## config.mk

```make
export PLATFORM = sky130hd
export DESIGN_NAME = wfg_stim_sweep_ctrl
export DESIGN_NICKNAME = d
export VERILOG_FILES = /design/src/rtl/wfg_stim_sweep_pkg.sv /design/src/rtl/wfg_stim_sweep_step.sv /design/src/rtl/wfg_stim_sweep_ctrl.sv
export SDC_FILE = /design/constraint.sdc
export NUM_CORES = 1
export LEC_CHECK = 0
export BUFFER_PORTS_ARGS = -buffer_cell sky130_fd_sc_hd__clkbuf_2
export CORE_ASPECT_RATIO = 1.25
export CORE_UTILIZATION = 57
export DETAILED_ROUTE_END_ITERATION = 16
export PLACE_DENSITY = 0.78
export REMOVE_ABC_BUFFERS = 1
export SYNTH_ARGS = -nofsm -noshare
export SYNTH_HDL_FRONTEND = slang
export SYNTH_SLANG_ARGS = --single-unit
```

## constraint.sdc

```tcl
create_clock -name clk -period 4.7 [get_ports clk]
set_input_delay 0.235 -clock clk [delete_from_list [all_inputs] [get_ports clk]]
set_output_delay 0.235 -clock clk [all_outputs]
set_load 0.02 [all_outputs]
```

## src/rtl/wfg_stim_sweep_pkg.sv

```systemverilog
// Shared types and constants for the sine-stimulus frequency-sweep scheduler.
package wfg_stim_sweep_pkg;

  localparam int INC_W = 16;

  typedef enum logic [1:0] {
    IDLE = 2'd0,
    RUN  = 2'd1,
    DONE = 2'd2
  } wfg_stim_sweep_states_t;

  localparam logic SWEEP_ONESHOT = 1'b0;
  localparam logic SWEEP_CONT    = 1'b1;

endpackage

```

## src/rtl/wfg_stim_sweep_step.sv

```systemverilog
// Next-increment arithmetic: add (or subtract when sweeping down) one step and
// flag the step that would cross the stop limit or overflow 16 bits.
import wfg_stim_sweep_pkg::*;

module wfg_stim_sweep_step (
  input  logic [INC_W-1:0] inc,
  input  logic [INC_W-1:0] step,
  input  logic [INC_W-1:0] stop,
  input  logic             down,
  output logic [INC_W-1:0] nxt,
  output logic             last
);

  logic [INC_W:0] sum_s;
  logic [INC_W:0] diff_s;

  // Bit 16 of sum/diff is the carry/borrow that also ends the sweep.
  always_comb begin
    sum_s  = {1'b0, inc} + {1'b0, step};
    diff_s = {1'b0, inc} - {1'b0, step};
    if (down) begin
      nxt  = diff_s[INC_W-1:0];
      last = diff_s[INC_W] | (diff_s[INC_W-1:0] < stop);
    end else begin
      nxt  = sum_s[INC_W-1:0];
      last = sum_s[INC_W] | (sum_s[INC_W-1:0] > stop);
    end
  end

endmodule

```

## src/rtl/wfg_stim_sweep_ctrl.sv

```systemverilog
// Frequency-sweep scheduler driving the sine generator enable/increment.
// Optional bidirectional sweeps: define WFG_STIM_SWEEP_DOWN_EN.
import wfg_stim_sweep_pkg::*;

module wfg_stim_sweep_ctrl #(
  parameter int DWELL_W = 16
) (
  input  logic               clk,
  input  logic               rst,
  input  logic               ctrl_en_q_i,
  input  logic               ctrl_mode_q_i,
  input  logic [INC_W-1:0]   start_inc_q_i,
  input  logic [INC_W-1:0]   stop_inc_q_i,
  input  logic [INC_W-1:0]   step_inc_q_i,
  input  logic [DWELL_W-1:0] dwell_q_i,
  input  logic               gen_axis_tvalid_i,
  input  logic               gen_axis_tready_i,
  output logic               gen_en_o,
  output logic [INC_W-1:0]   gen_inc_o,
  output logic               busy_o,
  output logic               done_o,
  output logic               wrap_o,
  output logic [INC_W-1:0]   step_idx_o
);

  wfg_stim_sweep_states_t state_r, state_nxt_s;

  logic [INC_W-1:0]   start_sh_r, stop_sh_r, step_sh_r;
  logic [DWELL_W-1:0] dwell_sh_r;
  logic               mode_sh_r, down_sh_r;

  logic [DWELL_W-1:0] dwell_cnt_r, dwell_cnt_nxt_s, dwell_eff_s;
  logic               gen_en_r, gen_en_nxt_s;
  logic [INC_W-1:0]   gen_inc_r, gen_inc_nxt_s;
  logic               busy_r, busy_nxt_s;
  logic               done_r, done_nxt_s;
  logic               wrap_r, wrap_nxt_s;
  logic [INC_W-1:0]   step_idx_r, step_idx_nxt_s;

  logic               acc_s, step_end_s, load_s;
  logic [INC_W-1:0]   step_nxt_s;
  logic               step_last_s;

  assign acc_s       = gen_axis_tvalid_i & gen_axis_tready_i;
  assign dwell_eff_s = (dwell_sh_r == {DWELL_W{1'b0}}) ? DWELL_W'(1) : dwell_sh_r;
  assign step_end_s  = acc_s & (dwell_cnt_r == (dwell_eff_s - DWELL_W'(1)));

  wfg_stim_sweep_step u_step (
    .inc  (gen_inc_r),
    .step (step_sh_r),
    .stop (stop_sh_r),
    .down (down_sh_r),
    .nxt  (step_nxt_s),
    .last (step_last_s)
  );

  // Next state and next registered outputs.
  always_comb begin
    state_nxt_s     = state_r;
    gen_en_nxt_s    = 1'b0;
    gen_inc_nxt_s   = gen_inc_r;
    busy_nxt_s      = 1'b0;
    done_nxt_s      = 1'b0;
    wrap_nxt_s      = 1'b0;
    step_idx_nxt_s  = step_idx_r;
    dwell_cnt_nxt_s = dwell_cnt_r;
    load_s          = 1'b0;
    case (state_r)
      IDLE: begin
        gen_inc_nxt_s   = {INC_W{1'b0}};
        step_idx_nxt_s  = {INC_W{1'b0}};
        dwell_cnt_nxt_s = {DWELL_W{1'b0}};
        if (ctrl_en_q_i) begin
          load_s        = 1'b1;
          state_nxt_s   = RUN;
          gen_en_nxt_s  = 1'b1;
          busy_nxt_s    = 1'b1;
          gen_inc_nxt_s = start_inc_q_i;
        end else begin
          state_nxt_s = IDLE;
        end
      end
      RUN: begin
        // Dropping enable wins over any accept or step end in the same cycle.
        if (!ctrl_en_q_i) begin
          state_nxt_s     = IDLE;
          gen_inc_nxt_s   = {INC_W{1'b0}};
          step_idx_nxt_s  = {INC_W{1'b0}};
          dwell_cnt_nxt_s = {DWELL_W{1'b0}};
        end else begin
          gen_en_nxt_s = 1'b1;
          busy_nxt_s   = 1'b1;
          if (step_end_s) begin
            dwell_cnt_nxt_s = {DWELL_W{1'b0}};
            if (!step_last_s) begin
              gen_inc_nxt_s  = step_nxt_s;
              step_idx_nxt_s = step_idx_r + 16'd1;
            end else if (mode_sh_r == SWEEP_CONT) begin
              gen_inc_nxt_s  = start_sh_r;
              step_idx_nxt_s = {INC_W{1'b0}};
              wrap_nxt_s     = 1'b1;
            end else begin
              state_nxt_s  = DONE;
              done_nxt_s   = 1'b1;
              gen_en_nxt_s = 1'b0;
              busy_nxt_s   = 1'b0;
            end
          end else if (acc_s) begin
            dwell_cnt_nxt_s = dwell_cnt_r + DWELL_W'(1);
          end else begin
            dwell_cnt_nxt_s = dwell_cnt_r;
          end
        end
      end
      DONE: begin
        if (!ctrl_en_q_i) begin
          state_nxt_s    = IDLE;
          gen_inc_nxt_s  = {INC_W{1'b0}};
          step_idx_nxt_s = {INC_W{1'b0}};
        end else begin
          state_nxt_s = DONE;
        end
      end
      default: begin
        state_nxt_s     = IDLE;
        gen_inc_nxt_s   = {INC_W{1'b0}};
        step_idx_nxt_s  = {INC_W{1'b0}};
        dwell_cnt_nxt_s = {DWELL_W{1'b0}};
      end
    endcase
  end

  // State, counters and output registers.
  always_ff @(posedge clk) begin
    if (rst) begin
      state_r     <= IDLE;
      dwell_cnt_r <= {DWELL_W{1'b0}};
      gen_en_r    <= 1'b0;
      gen_inc_r   <= {INC_W{1'b0}};
      busy_r      <= 1'b0;
      done_r      <= 1'b0;
      wrap_r      <= 1'b0;
      step_idx_r  <= {INC_W{1'b0}};
    end else begin
      state_r     <= state_nxt_s;
      dwell_cnt_r <= dwell_cnt_nxt_s;
      gen_en_r    <= gen_en_nxt_s;
      gen_inc_r   <= gen_inc_nxt_s;
      busy_r      <= busy_nxt_s;
      done_r      <= done_nxt_s;
      wrap_r      <= wrap_nxt_s;
      step_idx_r  <= step_idx_nxt_s;
    end
  end

  // Shadow copies of the sweep settings, captured only on arming.
  always_ff @(posedge clk) begin
    if (rst) begin
      start_sh_r <= {INC_W{1'b0}};
      stop_sh_r  <= {INC_W{1'b0}};
      step_sh_r  <= {INC_W{1'b0}};
      dwell_sh_r <= {DWELL_W{1'b0}};
      mode_sh_r  <= SWEEP_ONESHOT;
      down_sh_r  <= 1'b0;
    end else if (load_s) begin
      start_sh_r <= start_inc_q_i;
      stop_sh_r  <= stop_inc_q_i;
      step_sh_r  <= step_inc_q_i;
      dwell_sh_r <= dwell_q_i;
      mode_sh_r  <= ctrl_mode_q_i;
`ifdef WFG_STIM_SWEEP_DOWN_EN
      down_sh_r  <= (start_inc_q_i > stop_inc_q_i);
`else
      down_sh_r  <= 1'b0;
`endif
    end else begin
      start_sh_r <= start_sh_r;
    end
  end

  assign gen_en_o   = gen_en_r;
  assign gen_inc_o  = gen_inc_r;
  assign busy_o     = busy_r;
  assign done_o     = done_r;
  assign wrap_o     = wrap_r;
  assign step_idx_o = step_idx_r;

endmodule

```

==> impl_results.md <==
- Initial antenna violation count: 0
- Die Y: 121 microns
- CP required: 5050 ps
- Critical Path Source Type: flop
- PortBufs: 105
- Worst-path clk slew: 60 ps
- GRT Resource Usage Total: 0.297
- Final instance area: 7840 sq um
- Max Used Layer: met4
- DRT Wirelength: 17.3 mm
- Drt via density: 5.92
- Max stage delay on crit path: 490 ps
- GP Congestion: 0.931
- DP HPWL: 12.0 mm
- Outcome: completed
- Pleak: 0.00329 uW
- Wire length on met2: 8.89 mm
- Period Utilization, post-route: 0.953
- Synth Cell Area: 6410 sq um
- Crit-path max FO: 15
- Iteration-0 DRC Markers: 327
- Die area: 11700 sq um
- Total CTS buffers: 17
- Worst-Margin Slew: 850 ps
- Critical path depth in cells: 21
- Number of flops mapped to enable cells by yosys: 0
- Nets: 1027
- Site Rows: 42
- Synth-to-layout area growth: 22.2%
- Core Box Area: 10800 sq um
- #FFs+latches synth: 118
- Top delay family on crit path: compound AO/OA/AOI/OAI gates
- Max_cap viols: 0
- Initial Util: 0.595
- Worst path cell trace: ha_2 -> inv_1 -> fa_2 -> nor2b_2 -> o2111a_1 -> nor4_1 -> o31ai_1 -> buf_4 -> xor2_1 -> ha_1 -> nand4_1 -> a211oi_2 -> o32ai_1 -> a21oi_1 -> nor2_1 -> o21a_1 -> a31oi_4 -> buf_12 -> nor2b_2 -> clkbuf_4 -> a22o_1
- Crit path top cell by count: nor2b_2
- Flop2flop setup slack: 220 ps
- Syn Inst Count: 812
- WS Path Type: flop to flop
- Final ANT Viol Nets: 0
- Post-Syn Area per Cell: 7.90 sq um
- FF-to-FF path depth: 21
- Max frequency: 223 MHz
- Via total after detailed routing: 6281
- Yosys cell types: 59
- Final core occ: 0.727
- Area after DPL: 7070 sq um
- Warnings from Yosys: 0
- TritonCTS clock tree: built
- Post-route DRC: 0
- Clock buffer depth: 2
- Drt pass-1 iters: 5
- Die X: 96.9 microns
- Hold depth: 3
- Clock root buffer: clkbuf_16
- Worst Setup End Kind: flop
- Largest net degree at the start of global routing: 64
- Synth Flop Type: dfxtp_1
- Crit path buffers/inverters: 4
- Hold WC Path Type: input port to flop
- Final setup viols: 0
- VDD IR max: 0.290 mV
- Relative slew slack: 0.432
- Number of diodes: 0
- Post-synthesis sequential area ratio: 0.368
- M1 WL: 6.87 mm
- Boundary Pins: 106
- CP Data Arrival Time: 4830 ps
- Final hold vios: 0
- Total grt overflow: 0
- Clock Latency Late Sink: 410 ps
- Final Critical Period: 4480 ps
- Setup Skew: 8.26 ps
- Critical Path Slowest Stage Cell: nor4_1
- Layout cell share with drive strength beyond 1: 0.188
- Global-route wire length before repair: 28.0 mm
- Routed wl met3: 1.04 mm
- H-tree levels: 4
- TritonCTS Sinks: 118
- RSZ-0062 raised after global routing: no
- Vias in the first global route: 6138
- WL/cell: 16.3 microns
- Slew Limit Fails: 0
- P per Cell Area: 399 nW/um^2
- Ys async rst share: 0
-- where the power goes --
part	switching [uW]	total [uW]	internal (uW)
Combinational	355	606	251
Clock	455	1430	977
Sequential	38.7	1090	1050
-- layout by cell type (no fill, tap or decap), types with 3 or more instances in the layout --
cell type	instances
nand2_1	167
dfxtp_1	118
clkbuf_2	105
a21oi_1	99
nor2_1	49
o21ai_0	40
ha_1	38
inv_1	31
xnor2_1	24
xor2_1	22
clkbuf_16	18
buf_4	18
mux2i_1	17
nand3_1	15
a22o_1	14
nor3_1	10
nor4_1	9
or3_1	9
nand4_1	9
a31oi_1	7
or4_1	6
and3_1	6
and2_1	5
nor2b_1	5
o31ai_1	5
bufinv_16	5
and4_1	4
nand3b_1	4
nor4b_1	4
a21boi_0	4
a211oi_1	3
a211o_1	3
nand2b_1	3
clkinv_2	3
clkbuf_8	3
-- cells by family after synthesis --
| kind of cell | after synthesis | synth area share |
|---|---|---|
| xor gates and xnor gates | 46 | 0.0628 |
| muxes | 17 | 0.0265 |
| and+or+nand+nor | 322 | 0.237 |
| DFF | 118 | 0.368 |
| AOI/OAI and AO/OA | 197 | 0.183 |
| buffers and inverters | 72 | 0.0435 |
| adders and majority gates | 40 | 0.0792 |
-- cell usage after synthesis (2+ instances only) --
cell,instances,area [sq um]
a211o_1,3,26.3
a211oi_1,4,30.0
a21boi_0,4,30.0
a21oi_1,99,495
a22o_1,14,123
a31oi_1,8,50.1
a41oi_1,2,17.5
and2_1,6,37.5
and3_1,6,37.5
and3b_1,2,17.5
and4_1,4,35.0
buf_1,5,18.8
buf_2,4,20.0
clkbuf_1,31,116
dfxtp_1,118,2360
ha_1,39,488
inv_1,31,116
mux2i_1,17,170
nand2_1,168,631
nand2b_1,3,18.8
nand3_1,15,75.1
nand3b_1,4,30.0
nand4_1,9,56.3
nand4b_1,2,17.5
nor2_1,49,184
nor2b_1,7,43.8
nor3_1,10,50.1
nor4_1,10,62.6
nor4b_1,4,35.0
o2111a_1,2,22.5
o211ai_1,2,15.0
o21a_1,2,15.0
o21ai_0,40,200
o31ai_1,5,37.5
or2_2,2,12.5
or3_1,9,56.3
or4_1,6,45.0
xnor2_1,24,210
xor2_1,22,193
-- worst register-to-register path, stage by stage, from the launching register on --
cell,delay (ps)
dfxtp_1,330
ha_2,210
inv_1,70
fa_2,210
nor2b_2,50
o2111a_1,250
nor4_1,490
o31ai_1,160
buf_4,170
xor2_1,150
ha_1,310
nand4_1,160
a211oi_2,230
o32ai_1,120
a21oi_1,220
nor2_1,90
o21a_1,220
a31oi_4,210
buf_12,180
nor2b_2,200
clkbuf_4,240
a22o_1,150
-- worst paths after layout --
kind	start	to
worst min-delay path	stop_inc_q_i[10]	stop_sh_r[10]
worst max register to register	gen_inc_o[0]	gen_inc_o[7]
worst max-delay path	gen_inc_o[0]	gen_inc_o[7]
worst min register to register	start_sh_r[8]	start_sh_r[8]
-- layout make-up --
| type | instances | area (sq um) |
|---|---|---|
| clock buffers | 22 | 474 |
| flip-flops and latches | 118 | 2360 |
| well taps | 132 | 165 |
| fillers | 799 | 2940 |
| multi-input cells | 622 | 3820 |
| clock inverters | 9 | 173 |
| inverters | 31 | 116 |
| repair buffers | 127 | 724 |
-- routing by layer --
| metal | up-vias | GRT usage |
|---|---|---|
| li1 | 3057 | - |
| met1 | 2943 | 0.330 |
| met2 | 231 | 0.544 |
| met3 | 50 | 0.0526 |
| met4 | 0 | 0.144 |
| met5 | - | 0 |
-- per-stage QoR --
| step | hold WS, ps | setup WS, ps | TNS (ps) | total power, uW | instances |
|---|---|---|---|---|---|
| floorplan | 304 | -716 | -13460 | 1480 | 771 |
| global placement | 442 | 234 | 0 | 1660 | 1024 |
| detailed placement | 448 | 104 | 0 | 1670 | 1024 |
| CTS | 31.5 | 86.8 | 0 | 3100 | 1055 |
| global route | 39.4 | 3.32 | 0 | 3240 | 1061 |
| finish | 36.7 | 223 | 0 | 3130 | 1061 |
-- repair_timing --
action,in CTS,in global routing
setup buffers,0,4
setup endpoints to repair,0,30
hold buffers,0,0
gates resized for setup,0,14
-- sequential cells by signal (all words and copies together) (netlist names) --
signal	cells
busy_o	1
done_o	1
dwell_cnt_r	16
dwell_sh_r	16
gen_inc_o	16
mode_sh_r	1
start_sh_r	16
state_r	2
step_idx_o	16
step_sh_r	16
stop_sh_r	16
wrap_o	1
Note: power is estimated with default switching activity, not from simulation.
